[config.mk]
export PLATFORM = sky130hd
export DESIGN_NAME = rx_eng
export DESIGN_NICKNAME = d
export VERILOG_FILES = /design/src/rtl/rx_eng.sv
export SDC_FILE = /design/constraint.sdc
export NUM_CORES = 1
export LEC_CHECK = 0
export CORE_UTILIZATION = 65
export CTS_CLUSTER_SIZE = 20
export DETAILED_ROUTE_END_ITERATION = 6
export GPL_TIMING_DRIVEN = 0
export PLACE_DENSITY = 0.88
export SYNTH_ARGS = -nofsm -noshare
export SYNTH_HDL_FRONTEND = slang
export SYNTH_SLANG_ARGS = --single-unit
[constraint.sdc]
create_clock -name clk -period 8.2 [get_ports clk]
set_input_delay 1.64 -clock clk [delete_from_list [all_inputs] [get_ports clk]]
set_output_delay 1.64 -clock clk [all_outputs]
set_load 0.02 [all_outputs]
[src/rtl/rx_eng.sv]
// rtl/rx_eng.sv - UART receive engine: synchronizer, frame FSM, byte/status registers.
// RX_MAJORITY_EN: each start/data/parity/stop decision is a 3-sample majority vote.
module rx_eng #(
  parameter int SYNC_STAGES = 2,
  parameter int K_SIM       = 0
) (
  input  logic       clk,
  input  logic       rst,
  input  logic       reads0,
  input  logic       eight,
  input  logic       pen,
  input  logic       ohel,
  input  logic [3:0] baud_val,
  input  logic       rx,
  output logic [7:0] rx_data,
  output logic       rx_rdy,
  output logic       perr,
  output logic       ferr,
  output logic       ovf
);

  localparam int          NS    = (SYNC_STAGES < 2) ? 2 : SYNC_STAGES;
  localparam logic [18:0] K_OVR = 19'(K_SIM);

  typedef enum logic [2:0] {S_IDLE, S_START, S_DATA, S_STOP, S_DONE} state_t;

  state_t      state, state_nx;
  logic [NS-1:0] sync_q;
  logic        rxs;
  logic        bit_s;
  logic [18:0] k_tab, k, cnt, start_thr;
  logic [3:0]  idx, n_bits, sh_amt;
  logic [8:0]  shreg, frame;
  logic [7:0]  data_w;
  logic        par_rx, par_exp;
  logic        stop_q;
  logic        armed;
  logic        start_dec, tick, cnt_clr, shift_en, stop_en, done;

  always_ff @(posedge clk) begin
    if (rst) sync_q <= '1;
    else     sync_q <= {sync_q[NS-2:0], rx};
  end
  assign rxs = sync_q[NS-1];

`ifdef RX_MAJORITY_EN
  localparam logic [18:0] DEC_OFS = 19'd1;
  logic [1:0] rxs_hist;

  // Decision one cycle after the centre sample, voting over centre-1, centre, centre+1
  always_ff @(posedge clk) begin
    if (rst) rxs_hist <= 2'b11;
    else     rxs_hist <= {rxs_hist[0], rxs};
  end
  assign bit_s = (rxs & rxs_hist[0]) | (rxs & rxs_hist[1]) | (rxs_hist[0] & rxs_hist[1]);
`else
  localparam logic [18:0] DEC_OFS = 19'd0;
  assign bit_s = rxs;
`endif

  always_comb begin
    k_tab = 19'd868;
    case (baud_val)
      4'd0:  k_tab = 19'd333333;
      4'd1:  k_tab = 19'd83333;
      4'd2:  k_tab = 19'd41667;
      4'd3:  k_tab = 19'd20833;
      4'd4:  k_tab = 19'd10417;
      4'd5:  k_tab = 19'd5208;
      4'd6:  k_tab = 19'd2604;
      4'd7:  k_tab = 19'd1736;
      4'd8:  k_tab = 19'd868;
      4'd9:  k_tab = 19'd434;
      4'd10: k_tab = 19'd217;
      4'd11: k_tab = 19'd109;
      default: k_tab = 19'd868;
    endcase
  end

  assign k         = (K_SIM != 0) ? K_OVR : k_tab;
  assign start_thr = (k >> 1) + DEC_OFS;
  assign n_bits    = 4'd7 + {3'b000, eight} + {3'b000, pen};

  always_ff @(posedge clk) begin
    if (rst) state <= S_IDLE;
    else     state <= state_nx;
  end

  // Comparisons use >= so a mid-frame config change still drains back to IDLE
  always_comb begin
    state_nx = state;
    case (state)
      S_IDLE:  if (!rxs && armed) state_nx = S_START;
      S_START: if (cnt >= start_thr) state_nx = bit_s ? S_IDLE : S_DATA;
      S_DATA:  if (cnt >= k - 19'd1 && idx >= n_bits - 4'd1) state_nx = S_STOP;
      S_STOP:  if (cnt >= k - 19'd1) state_nx = S_DONE;
      S_DONE:  state_nx = S_IDLE;
      default: state_nx = S_IDLE;
    endcase
  end

  always_comb begin
    start_dec = (state == S_START) && (cnt >= start_thr);
    tick      = ((state == S_DATA) || (state == S_STOP)) && (cnt >= k - 19'd1);
    cnt_clr   = (state == S_IDLE) || start_dec || tick;
    shift_en  = (state == S_DATA) && tick;
    stop_en   = (state == S_STOP) && tick;
    done      = (state == S_DONE);
  end

  always_ff @(posedge clk) begin
    if (rst) begin
      cnt    <= '0;
      idx    <= '0;
      shreg  <= '0;
      stop_q <= 1'b1;
      armed  <= 1'b1;
    end else begin
      cnt <= cnt_clr ? 19'd0 : cnt + 19'd1;
      if (start_dec) begin
        idx   <= '0;
        shreg <= '0;
      end else if (shift_en) begin
        idx   <= idx + 4'd1;
        shreg <= {bit_s, shreg[8:1]};
      end
      if (stop_en) stop_q <= bit_s;
      // A stuck-low line must go high again before another start is accepted
      armed <= done ? rxs : (armed | rxs);
    end
  end

  assign sh_amt  = 4'd9 - n_bits;
  assign frame   = shreg >> sh_amt;
  assign data_w  = eight ? frame[7:0] : {1'b0, frame[6:0]};
  assign par_rx  = eight ? frame[8] : frame[7];
  assign par_exp = (^data_w) ^ ohel;

  always_ff @(posedge clk) begin
    if (rst) begin
      rx_data <= '0;
      rx_rdy  <= 1'b0;
      perr    <= 1'b0;
      ferr    <= 1'b0;
      ovf     <= 1'b0;
    end else begin
      if (done) begin
        rx_data <= data_w;
        perr    <= pen & (par_rx ^ par_exp);
        ferr    <= ~stop_q;
      end
      if (done)        rx_rdy <= 1'b1;
      else if (reads0) rx_rdy <= 1'b0;
      if (reads0)                ovf <= 1'b0;
      else if (done && rx_rdy)   ovf <= 1'b1;
    end
  end

endmodule
==> Flow_metrics.wiki <==
{| class="wikitable"
! Metric !! Value
|-
| Post-synthesis sequential area ratio || between 20% and 30%
|-
| Hold Vio Cnt, Final || 0
|-
| Worst slew pin tran || about 540 ps
|-
| Clock skew after layout || around 12 ps
|-
| Yosys synthesis warning count || 0
|-
| Share of flip-flops with an asynchronous set or reset || 0%
|-
| DRT antenna net count || 0
|-
| Setup repair after global routing missed its margin || no
|-
| Global route overflow || 0
|-
| Post-cts hold buffer count || 0
|-
| Top area cells in the synthesized netlist || sky130_fd_sc_hd__dfxtp_1, sky130_fd_sc_hd__ha_1, sky130_fd_sc_hd__nor2_1
|-
| Start point of the critical path || baud_val[0]
|-
| Number of nets in the layout || around 530
|-
| # clock sinks || just over 50
|-
| Filler instances || ~400
|-
| List of most frequent post-synthesis cells || sky130_fd_sc_hd__nor2_1, sky130_fd_sc_hd__dfxtp_1, sky130_fd_sc_hd__ha_1
|-
| TritonCTS clock tree || done
|-
| Largest net degree at the start of global routing || 16
|-
| Register Area || 0.00102 mm^2
|-
| Setup TNS || 0 ps
|-
| Clock network fraction of design power || a little under a third
|-
| Initial antenna violation count || 0
|-
| Post-synthesis instance area || about 0.0037 mm^2
|-
| Required @ worst endpoint || ~8400 ps
|-
| Fraction of the core area covered by cells at the end of the flow || about three quarters
|-
| Gate count of the mapped netlist || between 400 and 500
|-
| Signal arrival time at the worst endpoint || 5600 ps
|-
| Area of the core || roughly 0.0055 mm^2
|-
| Worst slew margin relative to its limit || a little under two thirds
|-
| Yosys top cell area share || ~28%
|-
| Average cell area after synthesis || around 8.3 um^2
|-
| Site Rows || 27
|-
| Die Footprint || between 0.005 and 0.006 mm^2
|-
| Global-route wire length before repair || between 10 and 15 mm
|-
| Clock edge transition at the registers on the reported setup and hold paths || about 90 ps
|-
| Postcts setup bufs || 0
|-
| Chip Height || about 77 um
|-
| Cells traversed along the worst timing path || clkdlybuf4s50_1, inv_1, ha_1, o21ai_0, ha_1, nand3_1, xnor2_1, ha_1, nand4_1, o21ai_0, nor3_1, a211oi_1, o21ai_1, buf_2, mux2i_1, nor2_1
|-
| Worst hold path class || reg2reg
|-
| Number of port buffers || 21
|-
| Number of buffers on the longest clock path || 2
|-
| X dimension of the die || 77.4 um
|-
| Critical Path Start Type || input port
|-
| Cell internal power dissipation || about 340 uW
|-
| Gates resized, CTS repair || 0
|-
| Routed wirelength normalized by instance count || between 10 and 15 um
|-
| Top_reg_cell synth || sky130_fd_sc_hd__dfxtp_1
|-
| Reg2reg setup slack || roughly 5500 ps
|-
| Cell type contributing the most total cell area after synthesis || sky130_fd_sc_hd__dfxtp_1
|-
| # H-tree levels || 2
|-
| Final critical delay including setup and external delays || ~5400 ps
|-
| CP top delay family || buffers and inverters
|-
| Leakage || approximately 1.8 nW
|-
| Capture point of the worst path || shreg[4]
|-
| Number of ports placed on the die boundary || 23
|-
| R2r startpoint || cnt[13]
|-
| Number of cells on the critical path || 16
|-
| Clock latency on the worst-skew pair || 310 ps
|-
| Share of power burned in registers || between 50% and 60%
|-
| Fraction of final layout cells with drive strength greater than 1 || approximately 5.7%
|-
| Number of max-slew violations in the final report || 0
|-
| Final WL || between 8 and 9 mm
|-
| Detailed-routing iteration count for the pre-antenna-repair pass || 4
|-
| DRC viols || 0
|-
| Crit Path Category || in2reg
|-
| Worst-path fanout max || 10
|-
| Worst path most repeated cell || sky130_fd_sc_hd__ha_1
|-
| Number of synthesized register bits || 51
|-
| Areal power density over the cells || 114 mW/mm^2
|-
| Number of DRC markers after the initial detailed-route iteration || between 200 and 250
|-
| Multi-input gate area || ~0.0025 mm^2
|-
| Diodes inserted || 0
|-
| Starting utilization of the core area || between 60% and 70%
|-
| Detail-routed via count per cell || 5.93
|-
| F_max || between 150 and 200 MHz
|-
| Crit path buf inv count || 3
|-
| Count of cells along the worst register-to-register path || 9
|-
| Max capacitance violation total || 0
|-
| Comb power frac || between 10% and 20%
|-
| Run status || finished clean
|-
| Post-synthesis net count || between 500 and 600
|-
| Sw Pwr || between 100 and 150 uW
|-
| Period utilisation layout || approximately 66%
|-
| Distinct cell type count after synthesis || 55
|-
| Root Buffer || sky130_fd_sc_hd__clkbuf_8
|-
| Largest stage delay on the critical path || between 600 and 700 ps
|-
| Setup violators final || 0
|-
| TritonCTS buffer count || 5
|-
| Tot GR Track Use || between 20% and 30%
|-
| Switching power share of the total || between 20% and 30%
|-
| Highest ir drop seen on vdd || just over 100 uV
|-
| Layout Area Growth over Synthesis || 10.4%
|-
| Number of global-route vias before repair || 2958
|-
| DP Wirelength || roughly 6.3 mm
|-
| Number of flops mapped to enable cells by yosys || 0
|-
| CP max stage cell || sky130_fd_sc_hd__clkdlybuf4s50_1
|-
| Capturing point of the worst reg2reg path || shreg[4]
|-
| Sort of element at the end of the critical path || flip-flop
|-
| Top-count cell post-synth || sky130_fd_sc_hd__nor2_1
|-
| Total number of vias || roughly 3.2k
|-
| Final estimated routing congestion in global placement || between 0.8 and 0.9
|}
[routing by layer]
metal	part of all wire, %	routed length, um	global-route usage (%)	vias up
met3	7.7	623	4.47	11
met2	44	3590	45.0	104
met5	0	0	0	-
met1	47	3800	40.4	1520
li1	-	-	-	1611
met4	1.3	104	7.74	0
[cell families (layout without fill, tap and decap cells)]
logic type	after synthesis	after routing	share of synthesized area, %
AND/OR/NAND/NOR	174	174	22.7
other	1	1	0.102
multiplexers	21	21	6.78
AO/OA/AOI/OAI	86	86	14.6
XOR/XNOR	30	30	7.49
buffers and inverters	33	62	3.69
adder cells (fa/ha/maj)	50	50	16.9
flip-flops	51	51	27.7
[per-stage QoR]
step | area [um^2] | std cells | setup slack (ps) | hold WS [ps] | power (mW)
CTS | 4080 | 547 | 2840 | 419 | 0.464
detailed placement | 3990 | 539 | 2530 | 399 | 0.326
finish | 4080 | 547 | 2800 | 416 | 0.464
global placement | 3990 | 539 | 2600 | 399 | 0.323
floorplan | 3690 | 446 | 3600 | 389 | 0.307
global route | 4080 | 547 | 2410 | 441 | 0.486
[state kept, by name (all words and copies together), names as in the netlist]
register,flops
cnt,19
rx_rdy,1
shreg,9
state,3
armed,1
stop_q,1
rx_data,8
sync_q,2
perr,1
ferr,1
ovf,1
idx,4
[area by class of cell]
type,count,area share [%]
clock inverters,2,0.307
flip-flops and latches,51,25.0
multi-input cells,362,62.2
repair buffers,21,5.15
plain buffers,17,1.87
clock buffers,6,1.78
well taps,72,2.21
inverters,16,1.47
[layout by cell type, fill, tap and decap left out, types with 2 or more instances in the layout]
| cell type | n |
|---|---|
| sky130_fd_sc_hd__clkdlybuf4s50_1 | 21 |
| sky130_fd_sc_hd__and3_1 | 9 |
| sky130_fd_sc_hd__a21o_1 | 6 |
| sky130_fd_sc_hd__o21ai_0 | 18 |
| sky130_fd_sc_hd__nand3_1 | 11 |
| sky130_fd_sc_hd__nor4_1 | 2 |
| sky130_fd_sc_hd__mux2i_1 | 16 |
| sky130_fd_sc_hd__mux4_2 | 3 |
| sky130_fd_sc_hd__inv_1 | 16 |
| sky130_fd_sc_hd__ha_1 | 49 |
| sky130_fd_sc_hd__a22oi_1 | 2 |
| sky130_fd_sc_hd__a22o_1 | 2 |
| sky130_fd_sc_hd__nand3b_1 | 2 |
| sky130_fd_sc_hd__nor2b_1 | 7 |
| sky130_fd_sc_hd__a211oi_1 | 5 |
| sky130_fd_sc_hd__nand4_1 | 6 |
| sky130_fd_sc_hd__mux2_2 | 2 |
| sky130_fd_sc_hd__o21bai_1 | 2 |
| sky130_fd_sc_hd__buf_2 | 4 |
| sky130_fd_sc_hd__xor2_1 | 15 |
| sky130_fd_sc_hd__nor2_1 | 59 |
| sky130_fd_sc_hd__o31ai_1 | 2 |
| sky130_fd_sc_hd__clkbuf_8 | 5 |
| sky130_fd_sc_hd__and2_1 | 2 |
| sky130_fd_sc_hd__nand2b_1 | 11 |
| sky130_fd_sc_hd__or3_1 | 5 |
| sky130_fd_sc_hd__or4_1 | 2 |
| sky130_fd_sc_hd__dfxtp_1 | 51 |
| sky130_fd_sc_hd__xnor2_1 | 14 |
| sky130_fd_sc_hd__nor3_1 | 5 |
| sky130_fd_sc_hd__clkbuf_1 | 13 |
| sky130_fd_sc_hd__or2_2 | 5 |
| sky130_fd_sc_hd__nand2_1 | 42 |
| sky130_fd_sc_hd__a21oi_1 | 36 |
[worst min-delay path by stage]
stage / startpoint / to / slack [ps] / depth (start not counted)
6_report: sync_q[0] / sync_q[1] / 420 / 1
5_1_grt: sync_q[0] / sync_q[1] / 440 / 1
4_1_cts: sync_q[0] / sync_q[1] / 420 / 1
3_5_place_dp: sync_q[0] / sync_q[1] / 400 / 1
3_3_place_gp: sync_q[0] / sync_q[1] / 400 / 1
2_1_floorplan: sync_q[0] / sync_q[1] / 390 / 1
[power by group through the flow]
stage          clock network (mW)  logic (mW)  registers [mW]
2_1_floorplan                   0      0.0524           0.254
3_3_place_gp                    0      0.0684           0.255
3_5_place_dp                    0      0.0718           0.255
4_1_cts                     0.143      0.0727           0.249
5_1_grt                     0.155      0.0822           0.249
6_report                    0.141      0.0738           0.249
[worst reg2reg max path, delay by kind of cell, from the launching register on]
family | cells | cell delay (ps)
buf+inv | 1 | 380
fa+ha+maj | 1 | 300
compound gates | 3 | 910
simple gates | 3 | 310
flops | 1 | 490
mux | 1 | 230
Note: power is estimated with default switching activity, not from simulation.
